--- src/rtl/axi_read_arbiter_pkg.sv ---
// Shared types and AXI constants for the icache/dcache read arbiter.
// Requester indices double as bit positions in the two-bit request vector.
package axi_read_arbiter_pkg;

    typedef enum logic [1:0] {
        ST_IDLE = 2'd0,
        ST_ADDR = 2'd1,
        ST_DATA = 2'd2
    } state_e;

    localparam logic [2:0] SIZE_4B     = 3'b010;
    localparam logic [1:0] BURST_FIXED = 2'b00;
    localparam logic [1:0] BURST_INCR  = 2'b01;
    localparam logic [1:0] RESP_OKAY   = 2'b00;

    localparam logic REQ_INST = 1'b0;
    localparam logic REQ_DATA = 1'b1;

    function automatic logic [7:0] calc_arlen(input logic cached, input int line_beats);
        return cached ? 8'(line_beats - 1) : 8'd0;
    endfunction

endpackage

--- src/rtl/axi_read_arbiter_rr_arb2.sv ---
// Two-input round-robin picker. On a tie the requester that did not win
// last time is chosen; the last-grant register only moves when update is set.
module rr_arb2
    import axi_read_arbiter_pkg::*;
(
    input  logic       clk,
    input  logic       rst,
    input  logic [1:0] req,
    input  logic       update,
    output logic       grant_valid,
    output logic       grant
);

    logic last_q, last_d;

    always_comb begin
        grant_valid = |req;
        grant       = REQ_INST;
        if (req[REQ_INST] && req[REQ_DATA]) begin
            grant = ~last_q;
        end else if (req[REQ_DATA]) begin
            grant = REQ_DATA;
        end
        last_d = last_q;
        if (update && grant_valid) begin
            last_d = grant;
        end
    end

    // Reset to INST so the data cache wins the first tie.
    always_ff @(posedge clk or posedge rst) begin
        if (rst) begin
            last_q <= REQ_INST;
        end else begin
            last_q <= last_d;
        end
    end

endmodule

--- src/rtl/axi_read_arbiter.sv ---
// Single-outstanding AXI read arbiter between icache and dcache: registered
// grant, AR issue, and R-beat routing to the granted requester until rlast.
module axi_read_arbiter
    import axi_read_arbiter_pkg::*;
#(
    parameter int         LINE_BEATS = 16,
    parameter logic [3:0] INST_ID    = 4'd0,
    parameter logic [3:0] DATA_ID    = 4'd1
) (
    input  logic        clk,
    input  logic        rst,
    input  logic        inst_rreq,
    input  logic [31:0] inst_raddr,
    input  logic        inst_cached,
    output logic        inst_addr_ok,
    output logic [31:0] inst_rdata,
    output logic        inst_rvalid,
    output logic        inst_rlast,
    input  logic        data_rreq,
    input  logic [31:0] data_raddr,
    input  logic        data_cached,
    output logic        data_addr_ok,
    output logic [31:0] data_rdata,
    output logic        data_rvalid,
    output logic        data_rlast,
    output logic [3:0]  arid,
    output logic [31:0] araddr,
    output logic [7:0]  arlen,
    output logic [2:0]  arsize,
    output logic [1:0]  arburst,
    output logic [1:0]  arlock,
    output logic [3:0]  arcache,
    output logic [2:0]  arprot,
    output logic        arvalid,
    input  logic        arready,
    input  logic [3:0]  rid,
    input  logic [31:0] rdata,
    input  logic [1:0]  rresp,
    input  logic        rlast,
    input  logic        rvalid,
    output logic        rready,
    output logic        busy,
    output logic        err
);

    state_e      state_q, state_d;
    logic        gnt_q, gnt_d;
    logic [31:0] addr_q, addr_d;
    logic        cached_q, cached_d;
    logic [3:0]  id_q, id_d;
    logic [7:0]  cnt_q, cnt_d;

    logic arb_valid, arb_grant, arb_update;
    logic in_data, beat, inst_sel, data_sel;

    rr_arb2 u_arb (
        .clk         (clk),
        .rst         (rst),
        .req         ({data_rreq, inst_rreq}),
        .update      (arb_update),
        .grant_valid (arb_valid),
        .grant       (arb_grant)
    );

    always_ff @(posedge clk or posedge rst) begin
        if (rst) begin
            state_q  <= ST_IDLE;
            gnt_q    <= REQ_INST;
            addr_q   <= 32'd0;
            cached_q <= 1'b0;
            id_q     <= 4'd0;
            cnt_q    <= 8'd0;
        end else begin
            state_q  <= state_d;
            gnt_q    <= gnt_d;
            addr_q   <= addr_d;
            cached_q <= cached_d;
            id_q     <= id_d;
            cnt_q    <= cnt_d;
        end
    end

    always_comb begin
        state_d = state_q;
        case (state_q)
            ST_IDLE: if (arb_valid)        state_d = ST_ADDR;
            ST_ADDR: if (arready)          state_d = ST_DATA;
            ST_DATA: if (rvalid && rlast)  state_d = ST_IDLE;
            default:                       state_d = ST_IDLE;
        endcase
    end

    // AR registers are loaded only when leaving IDLE, so they stay frozen while arvalid is up.
    always_comb begin
        gnt_d      = gnt_q;
        addr_d     = addr_q;
        cached_d   = cached_q;
        id_d       = id_q;
        cnt_d      = cnt_q;
        arb_update = 1'b0;
        if (state_q == ST_IDLE && arb_valid) begin
            arb_update = 1'b1;
            gnt_d      = arb_grant;
            addr_d     = (arb_grant == REQ_DATA) ? data_raddr  : inst_raddr;
            cached_d   = (arb_grant == REQ_DATA) ? data_cached : inst_cached;
            id_d       = (arb_grant == REQ_DATA) ? DATA_ID     : INST_ID;
        end
        if (state_q == ST_ADDR && arready) begin
            cnt_d = 8'd0;
        end
        if (state_q == ST_DATA && rvalid) begin
            cnt_d = cnt_q + 8'd1;
        end
    end

    always_comb begin
        in_data  = (state_q == ST_DATA);
        beat     = in_data && rvalid;
        inst_sel = in_data && (gnt_q == REQ_INST);
        data_sel = in_data && (gnt_q == REQ_DATA);

        arvalid  = (state_q == ST_ADDR);
        rready   = in_data;
        busy     = (state_q != ST_IDLE);

        arid     = id_q;
        araddr   = addr_q;
        arlen    = calc_arlen(cached_q, LINE_BEATS);
        arburst  = cached_q ? BURST_INCR : BURST_FIXED;
        arsize   = SIZE_4B;
        arlock   = 2'b00;
        arcache  = 4'b0000;
        arprot   = 3'b000;

        inst_addr_ok = arvalid && arready && (gnt_q == REQ_INST);
        data_addr_ok = arvalid && arready && (gnt_q == REQ_DATA);

        inst_rvalid = inst_sel && rvalid;
        inst_rlast  = inst_sel && rlast;
        inst_rdata  = inst_sel ? rdata : 32'd0;
        data_rvalid = data_sel && rvalid;
        data_rlast  = data_sel && rlast;
        data_rdata  = data_sel ? rdata : 32'd0;

        err = beat && ((rresp != RESP_OKAY) || (rid != id_q) ||
                       (rlast && (cnt_q != arlen)) || ((cnt_q == arlen) && !rlast));
    end

endmodule

--- config.mk ---
export PLATFORM = sky130hd
export DESIGN_NAME = axi_read_arbiter
export DESIGN_NICKNAME = d
export VERILOG_FILES = /design/src/rtl/axi_read_arbiter_pkg.sv /design/src/rtl/axi_read_arbiter_rr_arb2.sv /design/src/rtl/axi_read_arbiter.sv
export SDC_FILE = /design/constraint.sdc
export NUM_CORES = 1
export LEC_CHECK = 0
export BUFFER_PORTS_ARGS = -buffer_cell sky130_fd_sc_hd__buf_2
export CAP_MARGIN = 20
export CORE_AREA = 4 4 93 95
export CTS_CLUSTER_SIZE = 40
export DETAILED_ROUTE_END_ITERATION = 12
export DIE_AREA = 0 0 97 99
export GPL_TIMING_DRIVEN = 0
export PLACE_DENSITY = 0.78
export SLEW_MARGIN = 20
export SYNTH_ARGS = -nofsm -noshare
export SYNTH_HDL_FRONTEND = slang
export SYNTH_HIERARCHICAL = 1
export SYNTH_SLANG_ARGS = --single-unit
export TNS_END_PERCENT = 5
--- constraint.sdc ---
create_clock -name clk -period 2.5 [get_ports clk]
set_input_delay 0 -clock clk [delete_from_list [all_inputs] [get_ports clk]]
set_output_delay 0 -clock clk [all_outputs]
set_load 0.01 [all_outputs]
==> impl_metrics.json <==
{
  "synth_mux_area_frac": 0.123,
  "synth_simple_gate_area_share": 0.253,
  "pre_cts_ws_ns": 0.846,
  "vias_per_cell": 4.80,
  "post-route-period-util": 0.792,
  "dieArea_mm2": 0.00960,
  "drive_gt1_frac": 0.466,
  "ys_seq_area_frac": 0.394,
  "synth_ff_type": "dfrtp_1",
  "gr-total-overflow": 0,
  "total_power_mw": 3.89,
  "routed_wl_um": 10400,
  "clk_path_buf_depth": 2,
  "layout_setup_ws_ns": 0.521,
  "synthArstFlopShare": 1.00,
  "antenna_found_initial": 2,
  "path_class": "register to output port",
  "hold_viol_final": 0,
  "crit_path_end_kind": "output port",
  "drv_slew": 0,
  "numCtsBuffers": 5,
  "worstSetupStartpointType": "register",
  "holdWs_ns": 0.00308,
  "setup_viol": 0,
  "synth-seq-cells": 45,
  "cp_slowest_cell": "dfrtp_1",
  "synth_edf_count": 0,
  "h-tree-depth": 2,
  "gp_congestion": 0.932,
  "crit_fanout": 10,
  "synth_area_leaders": "dfrtp_1, and3_1, mux2i_1",
  "clock-sinks": 45,
  "hold_class": "input pin to register",
  "critPathBufInv": 3,
  "ys.warnings.count": 6,
  "die_h_um": 99,
  "synthCells": 330,
  "synth_top_area_cell": "dfrtp_1",
  "final_antenna_net_count": 0,
  "grt_setup_unrepaired": "no",
  "required_ns": 2.50,
  "gr-usage-all-layers": 0.206,
  "route.detailed.drc": 0,
  "clkSlewWorstSetupHoldPaths_ns": 0.09,
  "cts_tree": "built",
  "crit_family": "buffers and inverters",
  "ios": 243,
  "synthXorXnorAreaFrac": 0.00307,
  "p_per_area_mw_per_mm2": 896,
  "cts_resized": 0,
  "n_fill_cell": 753,
  "stdcell_count": 690,
  "p_leak_nw": 2.68,
  "crit_chain": "and2b_1 > clkbuf_1 > clkbuf_1 > and3_1 > buf_2",
  "grt_max_degree": 30,
  "grt_pass1_vias": 3419,
  "final_nets": 697,
  "yosys.area_share.adder": 0.00438,
  "num_vias": 3313,
  "worst_path_largest_cell_delay_ns": 0.41,
  "initial_core_util": 0.370,
  "clk_latency_ns": 0.29,
  "core_mm2": 0.00773,
  "max_freq_mhz": 505,
  "root_buffer": "clkbuf_8",
  "crit_arrival_ns": 1.98,
  "fin_crit_ns": 1.98,
  "synth_top_area_share": 0.394,
  "syn-cell-area_mm2": 0.00286,
  "io_buffers": 222,
  "dp.cells": 673,
  "area_growth_pct": 52.0,
  "synthDistinctLibCells": 34,
  "cap_violations": 0,
  "finalSetupTns_ns": 0,
  "dr.pass1.iters": 4,
  "clock_skew_ns": 0.0111,
  "die_width_um": 97,
  "synth_compound_area_frac": 0.106,
  "syn_area_per_cell_um2": 8.66,
  "routedWlPerCell_um": 15.1,
  "hpwl_um": 8540,
  "grt_pass1_wl_um": 16400,
  "first_iter_violations": 95,
  "rows": 32,
  "synth_top_family_by_area": "simple AND/OR/NAND/NOR gates",
  "crit_top_cell": "clkbuf_1",
  "ir_drop_mv": 0.532,
  "status": "complete, no violations"
}
registers in the layout, summed over array words and instances, names as in the netlist:
name          flops
gnt_q             1
cached_q          1
araddr           32
state_q           2
cnt_q             8
u_arb/last_q      1
through the flow:
step	utilization	cell area (µm²)
2_1_floorplan	-	2920
3_3_place_gp	0.539	4160
3_5_place_dp	0.541	4180
4_1_cts	0.560	4330
5_1_grt	0.562	4340
6_report	0.562	4340
layer usage:
metal | routed length [µm] | vias up | global-route usage
met2 | 5320 | 174 | 0.376
met3 | 1010 | 14 | 0.0679
met4 | 232 | 0 | 0.0734
met5 | 0 | - | 0
met1 | 3870 | 1514 | 0.223
li1 | - | 1611 | -
worst register-to-register path, delay by kind of cell, from the launching register on:
family,cells,cell delay [ns]
AO/OA/AOI/OAI,2,0.23
multiplexers,1,0.28
flip-flops,1,0.40
buffers and inverters,2,0.59
cell usage in the layout, fill, tap and decap left out, types with 2 or more instances in the layout:
master	netlist	final
a31oi_1	3	3
nand3b_1	2	2
diode_2	0	2
o21ai_0	9	9
clkbuf_1	14	16
dfrtp_1	45	45
dlygate4sd3_1	0	7
nand3_1	4	4
mux2i_1	35	35
buf_2	12	234
nor2_1	38	38
or4_1	2	2
a21oi_1	37	37
nand2_1	10	10
clkbuf_8	0	5
conb_1	2	20
and3_1	68	68
inv_1	5	4
buf_4	26	26
power breakdown:
group / switching [mW] / internal, mW / leakage, nW
Combinational: 1.30 / 0.920 / 2.12
Sequential: 0.191 / 1.03 / 0.522
Clock: 0.247 / 0.198 / 0.0385
Total: 1.74 / 2.15 / 2.68
Yosys cell counts, drive strengths merged, types with 3 or more instances:
library cell  instances
inv                   5
nand3                 4
buf                  38
dfrtp                45
nand2                10
clkbuf               14
nor2                 39
a21oi                37
a31oi                 3
and3                 68
o21ai                 9
mux2i                35
layout make-up:
| cell class | count | area, µm² | area share |
|---|---|---|---|
| diodes | 2 | 5.00 | 0.00115 |
| plain buffers | 52 | 308 | 0.0709 |
| clock buffers | 7 | 76.3 | 0.0176 |
| clock inverters | 1 | 7.51 | 0.00173 |
| inverters | 5 | 18.8 | 0.00432 |
| multi-input cells | 246 | 1470 | 0.339 |
| flip-flops and latches | 45 | 1130 | 0.259 |
| well taps | 102 | 128 | 0.0294 |
| repair buffers | 230 | 1200 | 0.277 |
cell families after synthesis:
| kind of cell | Yosys count |
|---|---|
| AOI/OAI and AO/OA | 55 |
| xor gates and xnor gates | 1 |
| adders and majority gates | 1 |
| buffers and inverters | 57 |
| DFF | 45 |
| muxes | 35 |
| other | 2 |
| and+or+nand+nor | 134 |
repair_timing:
action                                 4_1_cts  5_1_grt
hold buffers                                 6        1
setup buffers                                0        0
endpoints found under the hold margin       21        1
final timing paths:
kind,slack (ns),start,endpoint,cells after the start
max,0.52,state_q[0]$_DFFE_PP0P_,data_rdata[20],5
min,0.003,data_raddr[17],araddr[17]$_DFFE_PP0P_,3
max reg2reg,0.86,u_arb/last_q$_DFFE_PP0P_,araddr[4]$_DFFE_PP0P_,5
min reg2reg,0.50,u_arb/last_q$_DFFE_PP0P_,u_arb/last_q$_DFFE_PP0P_,1
max in group asynchronous,1.77,rst,araddr[9]$_DFFE_PP0P_,4
min in group asynchronous,0.11,rst,u_arb/last_q$_DFFE_PP0P_,3
Power figures use the tool's default switching activity.
